## config.mk

```make
export PLATFORM = sky130hd
export DESIGN_NAME = atm_db_arbiter_flat
export DESIGN_NICKNAME = d
export VERILOG_FILES = /design/src/rtl/atm_db_arbiter_if.sv /design/src/rtl/atm_db_arbiter.sv /design/src/flat_wrapper.sv
export SDC_FILE = /design/constraint.sdc
export NUM_CORES = 1
export LEC_CHECK = 0
export ABC_AREA = 1
export CAP_MARGIN = 10
export CORE_MARGIN = 5
export CORE_UTILIZATION = 41
export DETAILED_ROUTE_END_ITERATION = 7
export PLACE_DENSITY = 0.81
export SYNTH_ARGS = -nofsm -noshare
export SYNTH_HDL_FRONTEND = slang
export SYNTH_SLANG_ARGS = --single-unit
export TNS_END_PERCENT = 30
```

## constraint.sdc

```tcl
create_clock -name clk_i -period 1.26 [get_ports clk_i]
set_input_delay 0.126 -clock clk_i [delete_from_list [all_inputs] [get_ports clk_i]]
set_output_delay 0.126 -clock clk_i [all_outputs]
set_load 0.01 [all_outputs]
```

## src/rtl/atm_db_arbiter_if.sv

```systemverilog
// ---------------------------------------------------------------------------
// atm_db_arbiter_if
//   Bundle of the arbitration signals between the ATM terminal controllers and
//   the account-database arbiter.
//   Signals:
//     req       terminal -> arbiter  per-terminal access request (level)
//     rel       terminal -> arbiter  per-terminal release pulse
//     gnt       arbiter  -> terminal one-hot grant
//     gnt_id    arbiter  -> terminal index of the current owner
//     gnt_valid arbiter  -> terminal a grant is active
//     db_busy   arbiter  -> terminal database owned or in turnaround
//     timeout   arbiter  -> terminal one-cycle forced-release pulse
//   Modports: master = terminal side, slave = arbiter side.
// ---------------------------------------------------------------------------
interface atm_db_arbiter_if #(
  parameter int NUM_REQ = 4,
  parameter int ID_W    = 2
);
  logic [NUM_REQ-1:0] req;
  logic [NUM_REQ-1:0] rel;
  logic [NUM_REQ-1:0] gnt;
  logic [ID_W-1:0]    gnt_id;
  logic               gnt_valid;
  logic               db_busy;
  logic               timeout;

  modport master (
    output req, rel,
    input  gnt, gnt_id, gnt_valid, db_busy, timeout
  );

  modport slave (
    input  req, rel,
    output gnt, gnt_id, gnt_valid, db_busy, timeout
  );
endinterface

```

## src/rtl/atm_db_arbiter.sv

```systemverilog
// ---------------------------------------------------------------------------
// atm_db_arbiter
//   Round-robin arbiter sharing the ATM account database among NUM_REQ
//   terminal controllers. A terminal keeps exclusive ownership from grant
//   until it releases (rel pulse or dropping req), which makes its balance
//   read-modify-write atomic. Each ownership is followed by one RELEASE
//   turnaround cycle and one IDLE cycle before the next grant.
//   Ports:
//     clk_i   clock, rising edge
//     rst_ni  asynchronous active-low reset
//     bus     atm_db_arbiter_if.slave (req/rel in; gnt, gnt_id, gnt_valid,
//             db_busy, timeout out)
//   Optional feature (macro ATM_ARB_TIMEOUT_EN): an owner holding the grant
//   for HOLD_MAX cycles is forcibly released, pulses timeout and is masked
//   until it drops req. Without the macro the grant is held indefinitely and
//   timeout is constant 0.
// ---------------------------------------------------------------------------
module atm_db_arbiter #(
  parameter int NUM_REQ  = 4,
  parameter int ID_W     = 2,
  parameter int CNT_W    = 8,
  parameter int HOLD_MAX = 200
) (
  input  logic            clk_i,
  input  logic            rst_ni,
  atm_db_arbiter_if.slave bus
);

  // Elaboration-time parameter sanity checks
  if (NUM_REQ < 2 || NUM_REQ > 8) begin : g_bad_num_req
    $error("atm_db_arbiter: NUM_REQ must be 2..8");
  end
  if (ID_W != $clog2(NUM_REQ)) begin : g_bad_id_w
    $error("atm_db_arbiter: ID_W must equal clog2(NUM_REQ)");
  end
  if (HOLD_MAX < 1 || HOLD_MAX >= (1 << CNT_W)) begin : g_bad_hold
    $error("atm_db_arbiter: HOLD_MAX must satisfy 1 <= HOLD_MAX < 2**CNT_W");
  end

  typedef enum logic [1:0] {
    ST_IDLE    = 2'b00,
    ST_GRANT   = 2'b01,
    ST_RELEASE = 2'b10
  } state_e;

  state_e             state_q;
  logic [NUM_REQ-1:0] gnt_q;
  logic [ID_W-1:0]    gnt_id_q;
  logic [ID_W-1:0]    ptr_q;
  logic               timeout_q;

  logic [NUM_REQ-1:0] elig_s;
  logic [ID_W:0]      pick_s;
  logic [NUM_REQ-1:0] win_oh_s;
  logic               owner_rel_s;

`ifdef ATM_ARB_TIMEOUT_EN
  logic [NUM_REQ-1:0] mask_q;
  logic [CNT_W-1:0]   hold_cnt_q;
`else
  logic [NUM_REQ-1:0] mask_s;
  assign mask_s = {NUM_REQ{1'b0}};
`endif

  // Round-robin pick: returns {found, index} of the first eligible bit after ptr.
  // The scan runs from the farthest position to the nearest so the nearest
  // eligible requester is written last and wins.
  function automatic logic [ID_W:0] rr_pick(input logic [NUM_REQ-1:0] elig,
                                            input logic [ID_W-1:0]    ptr);
    logic [ID_W:0] res;
    int            idx;
    res = {(ID_W+1){1'b0}};
    for (int k = NUM_REQ; k >= 1; k--) begin
      idx = (int'(ptr) + k) % NUM_REQ;
      if (elig[idx]) begin
        res = {1'b1, ID_W'(idx)};
      end
    end
    return res;
  endfunction

`ifdef ATM_ARB_TIMEOUT_EN
  assign elig_s = bus.req & ~mask_q;
`else
  assign elig_s = bus.req & ~mask_s;
`endif

  assign pick_s   = rr_pick(elig_s, ptr_q);
  assign win_oh_s = {{(NUM_REQ-1){1'b0}}, 1'b1} << pick_s[ID_W-1:0];

  // Dropping req counts as a release; rel and req falling together is one release.
  assign owner_rel_s = bus.rel[gnt_id_q] | ~bus.req[gnt_id_q];

  // Arbitration FSM with registered grant, owner index, pointer and timeout.
  always_ff @(posedge clk_i or negedge rst_ni) begin
    if (!rst_ni) begin
      state_q    <= ST_IDLE;
      gnt_q      <= {NUM_REQ{1'b0}};
      gnt_id_q   <= {ID_W{1'b0}};
      ptr_q      <= ID_W'(NUM_REQ - 1);
      timeout_q  <= 1'b0;
`ifdef ATM_ARB_TIMEOUT_EN
      mask_q     <= {NUM_REQ{1'b0}};
      hold_cnt_q <= {CNT_W{1'b0}};
`endif
    end else begin
      timeout_q <= 1'b0;
`ifdef ATM_ARB_TIMEOUT_EN
      // A masked terminal becomes eligible again once it has dropped req.
      mask_q <= mask_q & bus.req;
`endif
      case (state_q)
        ST_IDLE: begin
          if (pick_s[ID_W]) begin
            gnt_q    <= win_oh_s;
            gnt_id_q <= pick_s[ID_W-1:0];
            state_q  <= ST_GRANT;
`ifdef ATM_ARB_TIMEOUT_EN
            hold_cnt_q <= {CNT_W{1'b0}};
`endif
          end else begin
            gnt_q <= {NUM_REQ{1'b0}};
          end
        end
        ST_GRANT: begin
          if (owner_rel_s) begin
            gnt_q   <= {NUM_REQ{1'b0}};
            ptr_q   <= gnt_id_q;
            state_q <= ST_RELEASE;
`ifdef ATM_ARB_TIMEOUT_EN
          end else if (hold_cnt_q == CNT_W'(HOLD_MAX - 1)) begin
            // Forced release: normal release above has priority on the same edge.
            gnt_q     <= {NUM_REQ{1'b0}};
            ptr_q     <= gnt_id_q;
            timeout_q <= 1'b1;
            mask_q    <= (mask_q & bus.req) | gnt_q;
            state_q   <= ST_RELEASE;
          end else begin
            hold_cnt_q <= hold_cnt_q + CNT_W'(1);
`else
          end else begin
            gnt_q <= gnt_q;
`endif
          end
        end
        ST_RELEASE: begin
          gnt_q   <= {NUM_REQ{1'b0}};
          state_q <= ST_IDLE;
        end
        default: begin
          gnt_q   <= {NUM_REQ{1'b0}};
          state_q <= ST_IDLE;
        end
      endcase
    end
  end

  assign bus.gnt       = gnt_q;
  assign bus.gnt_id    = gnt_id_q;
  assign bus.gnt_valid = |gnt_q;
  assign bus.db_busy   = (state_q != ST_IDLE);
  assign bus.timeout   = timeout_q;

endmodule

```

## src/flat_wrapper.sv

```systemverilog
// flat-port wrapper written by rule: the top's interface ports become plain ports
module atm_db_arbiter_flat 
#(
  parameter int NUM_REQ  = 4,
  parameter int ID_W     = 2,
  parameter int CNT_W    = 8,
  parameter int HOLD_MAX = 200
)
  (clk_i, rst_ni, bus_req, bus_rel, bus_gnt, bus_gnt_id, bus_gnt_valid, bus_db_busy, bus_timeout);
  atm_db_arbiter_if #(.NUM_REQ(NUM_REQ), .ID_W(ID_W)) bus_i ();
  input  logic clk_i;
  input  logic rst_ni;
  input wire logic [$bits(bus_i.req)-1:0] bus_req;
  input wire logic [$bits(bus_i.rel)-1:0] bus_rel;
  output wire logic [$bits(bus_i.gnt)-1:0] bus_gnt;
  output wire logic [$bits(bus_i.gnt_id)-1:0] bus_gnt_id;
  output wire logic [$bits(bus_i.gnt_valid)-1:0] bus_gnt_valid;
  output wire logic [$bits(bus_i.db_busy)-1:0] bus_db_busy;
  output wire logic [$bits(bus_i.timeout)-1:0] bus_timeout;
  assign bus_i.req = bus_req;
  assign bus_i.rel = bus_rel;
  assign bus_gnt = bus_i.gnt;
  assign bus_gnt_id = bus_i.gnt_id;
  assign bus_gnt_valid = bus_i.gnt_valid;
  assign bus_db_busy = bus_i.db_busy;
  assign bus_timeout = bus_i.timeout;
  atm_db_arbiter #(.NUM_REQ(NUM_REQ), .ID_W(ID_W), .CNT_W(CNT_W), .HOLD_MAX(HOLD_MAX)) u_core (.clk_i(clk_i), .rst_ni(rst_ni), .bus(bus_i));
endmodule
```

==> impl_metrics.tcl <==
set metrics [dict create \
    avgSynthCellArea_um2 6.67 \
    layout_min_cycle_time_ps 1610 \
    port_buffers 17 \
    cp.arrival_ps 1770 \
    via_per_inst 5.05 \
    final_util 0.678 \
    fp-row-count 15 \
    area_growth_syn_to_layout_pct 61.6 \
    crit_buf_inv 4 \
    first_global_vias 779 \
    rsz0062_at_grt "true" \
    violations "negative setup slack" \
    antenna_found_initial 0 \
    root_buffer "clkbuf_4" \
    start_kind "flip-flop" \
    clk_latency_ps 270 \
    clockBufferDepth 2 \
    drt-total-wl_mm 2.25 \
    fillers 131 \
    setup_tns_ps -2200 \
    setup_viol 9 \
    finalCritPeriodShare 1.28 \
    power_density_mw_per_mm2 2590 \
    final_cell_mix "26 x nand2_1, 19 x nand2_2, 14 x buf_4" \
    start_util 0.419 \
    drive_gt1_frac 0.418 \
    vias 798 \
    yosys_register_bits 10 \
    coreArea_mm2 0.00167 \
    cts_tree "done" \
    fin_ws_ps -349 \
    fp.dieArea_mm2 0.00264 \
    worstSetupPathType "reg2reg" \
    grt_max_degree 11 \
    drcViolationCount 0 \
    place_inst 148 \
    clock_sinks 10 \
    hold_viol 0 \
    grt_pass1_wl_mm 3.73 \
    r2r_cells 9 \
    synth_warnings 0 \
    ys_types 21 \
    place_area_um2 956 \
    crit_path_max_incr_delay_ps 610 \
    status "complete, but fails checks" \
    required_ps 1420 \
    pin_count 19 \
    layout_commonest_cell "nand2_1" \
    cts_max_level 1 \
    dp_hpwl_mm 1.50 \
    hp-class "in2async" \
    crit_fanout 5 \
    synthCells 105 \
    antenna_cells 0 \
    place_congestion 0.888 \
    timing.fmax_mhz 621 \
    clk_pin_slew_worst_paths_ps 70 \
    ys_seq_area_frac 0.361 \
    end_kind "flip-flop" \
    r2r_setup_slack_ps -350 \
    grt_overflow 0 \
    first_iter_violations 10 \
    r2r_start "u_core.ptr_q[0]" \
    nNetsFinal 152 \
    die_x_um 51.3 \
    routedWlPerCell_um 14.2 \
    maxCapViolCount 0 \
    r2r-end "u_core.bus.gnt[2]" \
    slowest_stage "dfstp_2" \
    mappedNetlistNets 115 \
    maxSlewViolCount 0 \
    die_y_um 51.3 \
    total_power_mw 2.94 \
    p_leak_nw 0.618 \
    fin_worst_skew_ps 4.51 \
    dr.pass1.iters 4 \
    path_delay_family "flip-flops" \
    grt_use_total 0.188 \
    cts_buffers 3 \
    syn-cell-area_um2 701 \
    vdd_drop_max_uv 1490 \
    fin_cells 158 \
    path_cells "buf_6, buf_4, buf_4, buf_4, nand2_1, nand3_2, nand2_1, nand3_1, nand2_1" \
    fin_area_mm2 0.00113 \
    antenna_left 0 \
]
==> state kept, by name, summed over array words and instances (netlist names) <==
| signal | count |
|---|---|
| u_core.ptr_q | 2 |
| u_core.bus.gnt | 4 |
| u_core.bus.gnt_id | 2 |
| u_core.state_q | 2 |
==> repair_timing <==
| item | 4_1_cts | 5_1_grt |
|---|---|---|
| endpoints found under the setup margin | 15 | 12 |
| gates resized for setup | 23 | 23 |
| pin swaps | 7 | 11 |
| hold buffers | 0 | 0 |
| cloned | 0 | 0 |
| setup buffers | 4 | 2 |
==> cell families after synthesis <==
logic type	synth area share
flops	0.361
simple gates	0.423
compound gates	0.0929
buf+inv	0.118
other cells	0.00535
==> cell type report <==
cell class | instances | area (µm²) | share of cell area
Tap cell | 17 | 21.3 | 0.0188
Sequential cell | 10 | 253 | 0.223
Multi-Input combinational cell | 76 | 460 | 0.407
Clock buffer | 4 | 36.3 | 0.0320
Inverter | 17 | 66.3 | 0.0586
Timing Repair Buffer | 34 | 295 | 0.261
==> synthesized netlist by cell type (all sizes together) <==
| cell type | instances | area share |
|---|---|---|
| o221ai | 1 | 0.013 |
| dfrtp | 8 | 0.29 |
| o21bai | 2 | 0.021 |
| conb | 1 | 0.0054 |
| nor2 | 7 | 0.041 |
| inv | 17 | 0.091 |
| nor3 | 1 | 0.014 |
| nand3 | 8 | 0.079 |
| o21ai | 5 | 0.041 |
| nand2 | 48 | 0.28 |
| dfstp | 2 | 0.075 |
| o211ai | 1 | 0.011 |
| buf | 2 | 0.027 |
| a21oi | 1 | 0.0071 |
| or4 | 1 | 0.011 |
==> metrics by stage <==
step / hold slack, ps / worst slack [ps]
floorplan: -170 / -83.7
global placement: 453 / -241
detailed placement: 475 / -295
CTS: 183 / -241
global route: 198 / -426
finish: 177 / -349
==> per-layer routing <==
layer / wire length, µm / vias up / global-route usage
met2: 1250 / 12 / 0.339
met3: 39 / 4 / 0.0175
met5: 0 / - / 0
met4: 40 / 0 / 0.0830
met1: 918 / 381 / 0.226
li1: - / 401 / -
==> where the power goes <==
part	total, mW	internal [mW]	switching (mW)
logic	2.03	0.858	1.17
clock network	0.295	0.176	0.119
registers	0.615	0.476	0.139
total	2.94	1.51	1.43
==> how the worst max path moves through the flow <==
stage	from	to	slack [ps]	depth (start not counted)
final	u_core.ptr_q[0]	u_core.bus.gnt[2]	-350	9
after CTS	u_core.ptr_q[0]	u_core.bus.gnt_id[1]	-240	9
after floorplan	u_core.ptr_q[0]	u_core.bus.gnt[0]	-80	10
after global routing	u_core.ptr_q[0]	u_core.bus.gnt[3]	-430	10
after global placement	bus_req[2]	u_core.bus.gnt[3]	-240	7
after detailed placement	bus_req[2]	u_core.bus.gnt[1]	-290	7
==> worst reg2reg max path: stages, from the launching register on <==
cell and delay [ps]:
dfstp_2 610, buf_6 150, buf_4 100, buf_4 90, buf_4 110, nand2_1 80, nand3_2 120, nand2_1 90
nand3_1 90, nand2_1 60
(Power assumes the default switching activity.)
